$ cat src/rtl/pll_lock_supervisor.sv
// PLL reset/lock sequencer: timeout retries, lock qualification and a registered system reset.
// Optional build macro PLL_GLITCH_FILTER_EN debounces lock dips while in RUN.
module pll_lock_supervisor #(
  parameter int RST_CYCLES    = 16,
  parameter int LOCK_TIMEOUT  = 65536,
  parameter int STABLE_CYCLES = 1024,
  parameter int MAX_RETRIES   = 3,
  parameter int CNT_W         = 8,
  parameter int GLITCH_CYCLES = 4
) (
  input  logic             clk,
  input  logic             reset,
  input  logic             lock_in,
  input  logic             relock_req,
  output logic             pll_rst,
  output logic             sys_rst,
  output logic             locked,
  output logic             fail,
  output logic [CNT_W-1:0] loss_count,
  output logic [2:0]       state_o
);
  localparam int T_AB  = (RST_CYCLES > LOCK_TIMEOUT) ? RST_CYCLES : LOCK_TIMEOUT;
  localparam int T_MAX = (T_AB > STABLE_CYCLES) ? T_AB : STABLE_CYCLES;
  localparam int TW    = $clog2(T_MAX + 1);
  localparam int RW    = $clog2(MAX_RETRIES + 1);
  localparam logic [TW-1:0] RST_LAST  = TW'(RST_CYCLES - 1);
  localparam logic [TW-1:0] WAIT_LAST = TW'(LOCK_TIMEOUT - 1);
  localparam logic [TW-1:0] STB_LAST  = TW'(STABLE_CYCLES - 1);
  localparam logic [RW-1:0] RETRY_MAX = RW'(MAX_RETRIES);

  typedef enum logic [2:0] {
    ST_RST    = 3'd0,
    ST_WAIT   = 3'd1,
    ST_STABLE = 3'd2,
    ST_RUN    = 3'd3,
    ST_FAIL   = 3'd4
  } state_t;

  state_t           state_r, state_s;
  logic [TW-1:0]    timer_r, timer_s;
  logic [RW-1:0]    retries_r, retries_s, retries_inc_s;
  logic             lock_meta_r, lock_sync_r;
  logic             loss_take_s, loss_s;
  logic             pll_rst_r, sys_rst_r, locked_r, fail_r;
  logic             pll_rst_s, sys_rst_s, locked_s, fail_s;
  logic [CNT_W-1:0] loss_count_r, loss_count_s;
  logic [2:0]       state_o_r;

  assign retries_inc_s = retries_r + RW'(1);

`ifdef PLL_GLITCH_FILTER_EN
  localparam int GW = (GLITCH_CYCLES > 1) ? $clog2(GLITCH_CYCLES) : 1;
  localparam logic [GW-1:0] GLITCH_LAST = GW'(GLITCH_CYCLES - 1);
  logic [GW-1:0] glitch_r, glitch_s;

  // Consecutive low lock samples while in RUN; any high sample or leaving RUN restarts it.
  always_comb begin
    if ((state_r == ST_RUN) && !relock_req && !lock_sync_r && (glitch_r != GLITCH_LAST)) begin
      glitch_s = glitch_r + GW'(1);
    end else begin
      glitch_s = '0;
    end
  end

  // Glitch filter counter register.
  always_ff @(posedge clk) begin
    if (reset) begin
      glitch_r <= '0;
    end else begin
      glitch_r <= glitch_s;
    end
  end

  assign loss_take_s = !lock_sync_r && (glitch_r == GLITCH_LAST);
`else
  assign loss_take_s = !lock_sync_r;
  if (GLITCH_CYCLES < 1) begin : g_glitch_cfg
    $error("GLITCH_CYCLES must be at least 1");
  end
`endif

  // Lock synchronizer, FSM state, shared phase timer and retry counter.
  always_ff @(posedge clk) begin
    if (reset) begin
      lock_meta_r <= 1'b0;
      lock_sync_r <= 1'b0;
      state_r     <= ST_RST;
      timer_r     <= '0;
      retries_r   <= '0;
    end else begin
      lock_meta_r <= lock_in;
      lock_sync_r <= lock_meta_r;
      state_r     <= state_s;
      timer_r     <= timer_s;
      retries_r   <= retries_s;
    end
  end

  // Next-state logic; relock_req outranks every lock or timeout event.
  always_comb begin
    state_s   = state_r;
    timer_s   = timer_r;
    retries_s = retries_r;
    loss_s    = 1'b0;
    if (relock_req) begin
      state_s   = ST_RST;
      timer_s   = '0;
      retries_s = '0;
    end else begin
      case (state_r)
        ST_RST: begin
          if (timer_r == RST_LAST) begin
            state_s = ST_WAIT;
            timer_s = '0;
          end else begin
            timer_s = timer_r + TW'(1);
          end
        end
        ST_WAIT: begin
          if (lock_sync_r) begin
            state_s = ST_STABLE;
            timer_s = '0;
          end else if (timer_r == WAIT_LAST) begin
            timer_s   = '0;
            retries_s = retries_inc_s;
            if (retries_inc_s == RETRY_MAX) begin
              state_s = ST_FAIL;
            end else begin
              state_s = ST_RST;
            end
          end else begin
            timer_s = timer_r + TW'(1);
          end
        end
        ST_STABLE: begin
          if (!lock_sync_r) begin
            state_s = ST_WAIT;
            timer_s = '0;
          end else if (timer_r == STB_LAST) begin
            state_s   = ST_RUN;
            timer_s   = '0;
            retries_s = '0;
          end else begin
            timer_s = timer_r + TW'(1);
          end
        end
        ST_RUN: begin
          if (loss_take_s) begin
            state_s = ST_RST;
            timer_s = '0;
            loss_s  = 1'b1;
          end else begin
            state_s = ST_RUN;
          end
        end
        ST_FAIL: begin
          state_s = ST_FAIL;
        end
        default: begin
          state_s   = ST_RST;
          timer_s   = '0;
          retries_s = '0;
        end
      endcase
    end
  end

  // Output decode from the next state so the registered outputs track state_r exactly.
  always_comb begin
    pll_rst_s = 1'b1;
    sys_rst_s = 1'b1;
    locked_s  = 1'b0;
    fail_s    = 1'b0;
    case (state_s)
      ST_RST:    pll_rst_s = 1'b1;
      ST_WAIT:   pll_rst_s = 1'b0;
      ST_STABLE: pll_rst_s = 1'b0;
      ST_RUN: begin
        pll_rst_s = 1'b0;
        sys_rst_s = 1'b0;
        locked_s  = 1'b1;
      end
      ST_FAIL:   fail_s = 1'b1;
      default:   pll_rst_s = 1'b1;
    endcase
    if (loss_s && (loss_count_r != {CNT_W{1'b1}})) begin
      loss_count_s = loss_count_r + CNT_W'(1);
    end else begin
      loss_count_s = loss_count_r;
    end
  end

  // Output registers.
  always_ff @(posedge clk) begin
    if (reset) begin
      pll_rst_r    <= 1'b1;
      sys_rst_r    <= 1'b1;
      locked_r     <= 1'b0;
      fail_r       <= 1'b0;
      loss_count_r <= '0;
      state_o_r    <= 3'd0;
    end else begin
      pll_rst_r    <= pll_rst_s;
      sys_rst_r    <= sys_rst_s;
      locked_r     <= locked_s;
      fail_r       <= fail_s;
      loss_count_r <= loss_count_s;
      state_o_r    <= state_s;
    end
  end

  assign pll_rst    = pll_rst_r;
  assign sys_rst    = sys_rst_r;
  assign locked     = locked_r;
  assign fail       = fail_r;
  assign loss_count = loss_count_r;
  assign state_o    = state_o_r;
endmodule

$ cat config.mk
export PLATFORM = sky130hd
export DESIGN_NAME = pll_lock_supervisor
export DESIGN_NICKNAME = d
export VERILOG_FILES = /design/src/rtl/pll_lock_supervisor.sv
export SDC_FILE = /design/constraint.sdc
export NUM_CORES = 1
export LEC_CHECK = 0
export ABC_AREA = 1
export CAP_MARGIN = 20
export CORE_ASPECT_RATIO = 0.7
export CORE_MARGIN = 2
export CORE_UTILIZATION = 40
export DETAILED_ROUTE_END_ITERATION = 7
export DONT_BUFFER_PORTS = 1
export HOLD_SLACK_MARGIN = 0.08
export PLACE_DENSITY = 0.61
export SETUP_SLACK_MARGIN = 0.15
export SYNTH_ARGS = -nofsm -noshare
export SYNTH_HDL_FRONTEND = slang
export SYNTH_SLANG_ARGS = --single-unit
export TNS_END_PERCENT = 30
$ cat constraint.sdc
create_clock -name clk -period 2.4 [get_ports clk]
set_clock_uncertainty 0.05 [all_clocks]
set_input_delay 0.36 -clock clk [delete_from_list [all_inputs] [get_ports clk]]
set_output_delay 0.36 -clock clk [all_outputs]
set_load 0.02 [all_outputs]
==> metrics.md <==
| Metric | Value |
|---|---|
| Worst Setup End Kind | `register` |
| Cell depth of the worst min-delay path | `1` |
| Io pins | `19` |
| Critical path required time | `2530 ps` |
| CTS clk-pin slew, worst paths | `80 ps` |
| Clock sink count | `36` |
| Final setup TNS | `0 ps` |
| H-tree Lvls | `2` |
| Overall routed net length | `4.18 mm` |
| Post-synthesis instance total | `281` |
| # port buffers | `0` |
| Clock power share | `41.8%` |
| Via density | `4.71` |
| Core outline area | `4760 um2` |
| Worst Reg-to-Reg Cells | `11` |
| First-pass GRT wire length | `7.51 mm` |
| Tightest Pin Transition | `622 ps` |
| Final worst path period share | `86.1%` |
| DR WL/cell | `11.7 um` |
| Routability Congestion | `0.872` |
| Num CTS Buffers | `5` |
| Hold Violations, Final | `0` |
| Fraction of layout cells with a size suffix above 1 | `16.0%` |
| Reg2reg start | `timer_r[0]` |
| Synthesized area | `1960 um2` |
| Post-route ant nets | `0` |
| Startpoint types | `register` |
| Synth-to-layout area growth | `9.25%` |
| Part of the power in registers | `55.9%` |
| PwrDens | `503 nW/um2` |
| Proportion of netlist area held by the largest area contributor | `36.7%` |
| GRT Util Overall | `17.2%` |
| Leak | `0.817 nW` |
| Minimum clock period | `2070 ps` |
| Via count | `1682` |
| Std cell rows | `21` |
| Grt ovf | `0` |
| CTS tree | `built` |
| Asr flop ratio synth | `0%` |
| EDFF count, synth | `0` |
| DRC | `0` |
| Worst path max stage delay | `380 ps` |
| Net Sw Frac | `22.0%` |
| Max-slew violations | `0` |
| Comb pwr share | `2.3%` |
| Post-synth cell types | `35` |
| Fin area | `2140 um2` |
| Largest net degree at the start of global routing | `14` |
| RR Endpoint | `locked` |
| Slowest cell on the critical path | `dfxtp_1` |
| Final Setup Violations | `0` |
| RSZ-0062 raised after global routing | `false` |
| Main flop type after synthesis | `dfxtp_1` |
| Vias in the first global route | `1607` |
| Synth Warn # | `0` |
| Initial antenna violation count | `0` |
| Avg Inst Size Synth | `6.98 um2` |
| Starting DRT DRC Count | `103` |
| Starting density of the core | `41.3%` |
| Final core utilization | `45.1%` |
| Synth area leaders | `dfxtp_1, nand2_1, nor2_1` |
| Total of max-cap violations | `0` |
| Ordered list of cells on the worst path | `ha_1 -> nand3_1 -> nor2_2 -> nand2_1 -> inv_1 -> ha_1 -> nand3b_2 -> and2_1 -> nand3_1 -> nand3_1 -> inv_1` |
| P_sw | `238 uW` |
| WHS Endpoint | `state_o[0]` |
| Clock root buffer | `clkbuf_8` |
| Post-placement cell area | `2030 um2` |
| Status | `completed` |
| Total Die Area | `5490 um2` |
| HP Start | `reset` |
| Setup ws final | `334 ps` |
| DP Worst Slack | `374 ps` |
| CP most frequent cell | `nand3_1` |
| CTS Buffer Depth | `2` |
| Hold crit path type | `input port to register` |
| Net count, final | `296` |
| Die Y | `62.6 um` |
| Hpwl dp | `3.25 mm` |
| Clk_lat worst skew | `280 ps` |
| Die W | `87.7 um` |
| Flops & latches, synth | `36` |
| Worst EP arrival | `2190 ps` |
| Antenna Cells | `0` |
| FF-to-FF setup slack | `330 ps` |
| Max Freq | `484 MHz` |
| Post-synthesis sequential area ratio | `36.7%` |
| Worst slew margin | `58.4%` |
| Drt pass-1 iters | `4` |
| Critical setup path kind | `register to register` |
| Worst-case vdd ir drop | `0.261 mV` |
| Crit path max fanout | `3` |
| Post-Syn Nets | `290` |
| Yosys top cell by area | `dfxtp_1` |
| Pint | `841 uW` |
[layer usage]
metal | track usage (%) | vias up | share of wire [%]
li1 | - | 903 | -
met1 | 27.4 | 742 | 59
met2 | 22.6 | 35 | 36
met3 | 4.36 | 2 | 4.8
met4 | 4.23 | 0 | 0.53
met5 | 0 | - | 0
[layout make-up]
| class | count | area [um2] |
|---|---|---|
| inverter | 43 | 165 |
| clock inverter | 1 | 7.51 |
| tap | 69 | 86.3 |
| timing repair buffer | 1 | 10.0 |
| multi-input combinational | 200 | 1070 |
| clock buffer | 7 | 86.3 |
| sequential | 36 | 721 |
| fill | 494 | 2610 |
[cells by family after synthesis]
group / after synthesis / share of synthesized area [%]
DFF: 36 / 36.7
xor gates and xnor gates: 6 / 2.68
AOI/OAI and AO/OA: 26 / 7.40
buffers and inverters: 45 / 9.18
adders and majority gates: 5 / 3.19
and+or+nand+nor: 163 / 40.8
[power by group through the flow]
stage	combinational, mW	clock (mW)	sequential, mW
after floorplan	0.0224	0	0.616
after global placement	0.0229	0	0.617
after detailed placement	0.0231	0	0.617
after CTS	0.0232	0.469	0.603
after global routing	0.0286	0.494	0.603
final	0.0249	0.451	0.603
[worst max-delay path by stage]
stage | start | endpoint | slack (ps) | cells past startpoint
finish | timer_r[0] | locked | 330 | 11
global route | timer_r[0] | retries_r[0] | 160 | 11
CTS | timer_r[0] | retries_r[1] | 330 | 11
detailed placement | timer_r[0] | retries_r[1] | 370 | 11
global placement | timer_r[0] | retries_r[1] | 360 | 11
floorplan | timer_r[0] | pll_rst | 620 | 12
[state kept, by name, summed over array words and instances (netlist names)]
signal and cells:
timer_r 17, loss_count 8, state_o 3, retries_r 2, fail 1, lock_meta_r 1
lock_sync_r 1, locked 1, pll_rst 1, sys_rst 1
[cell usage in the layout, fill, tap and decap left out, drive strengths merged, types with 3 or more instances in the layout]
| cell | Yosys | layout |
|---|---|---|
| inv | 42 | 42 |
| ha | 5 | 5 |
| nor2 | 56 | 56 |
| nor3 | 9 | 9 |
| o21ai | 12 | 12 |
| nand2 | 63 | 63 |
| xor2 | 3 | 3 |
| clkbuf | 1 | 7 |
| a21oi | 9 | 9 |
| nand4 | 8 | 8 |
| dfxtp | 36 | 36 |
| xnor2 | 3 | 3 |
| nand3 | 21 | 21 |
[synthesized netlist by cell type (3+ instances only)]
cell type  count
nand2_1       55
ha_1           5
o21ai_0        9
xnor2_1        3
nor2_2        16
nand2_2        6
dfxtp_1       36
nand4_1        6
inv_1         39
nand3_1       20
xor2_1         3
nor3_1         7
a21oi_1        9
nor2_1        40
[through the flow]
step	power, mW	instances	hold WS (ps)
2_1_floorplan	0.638	281	338
3_5_place_dp	0.640	348	352
3_3_place_gp	0.640	348	346
4_1_cts	1.09	356	80.3
5_1_grt	1.13	357	80.5
6_report	1.08	357	86.7
[worst max-delay path: cells and delay by family (launching register included)]
kind	cells	cell delay, ps
adders and majority gates	2	370
DFF	1	380
buffers and inverters	2	100
and+or+nand+nor	7	1060
[timing repair]
| action | in CTS | in global routing |
|---|---|---|
| buffers inserted | 0 | 0 |
| setup endpoints to repair | 0 | 7 |
| hold buffers | 0 | 1 |
| resized for setup | 0 | 2 |
| endpoints found under the hold margin | 0 | 2 |
No activity file was read; power rests on OpenSTA's default activity.
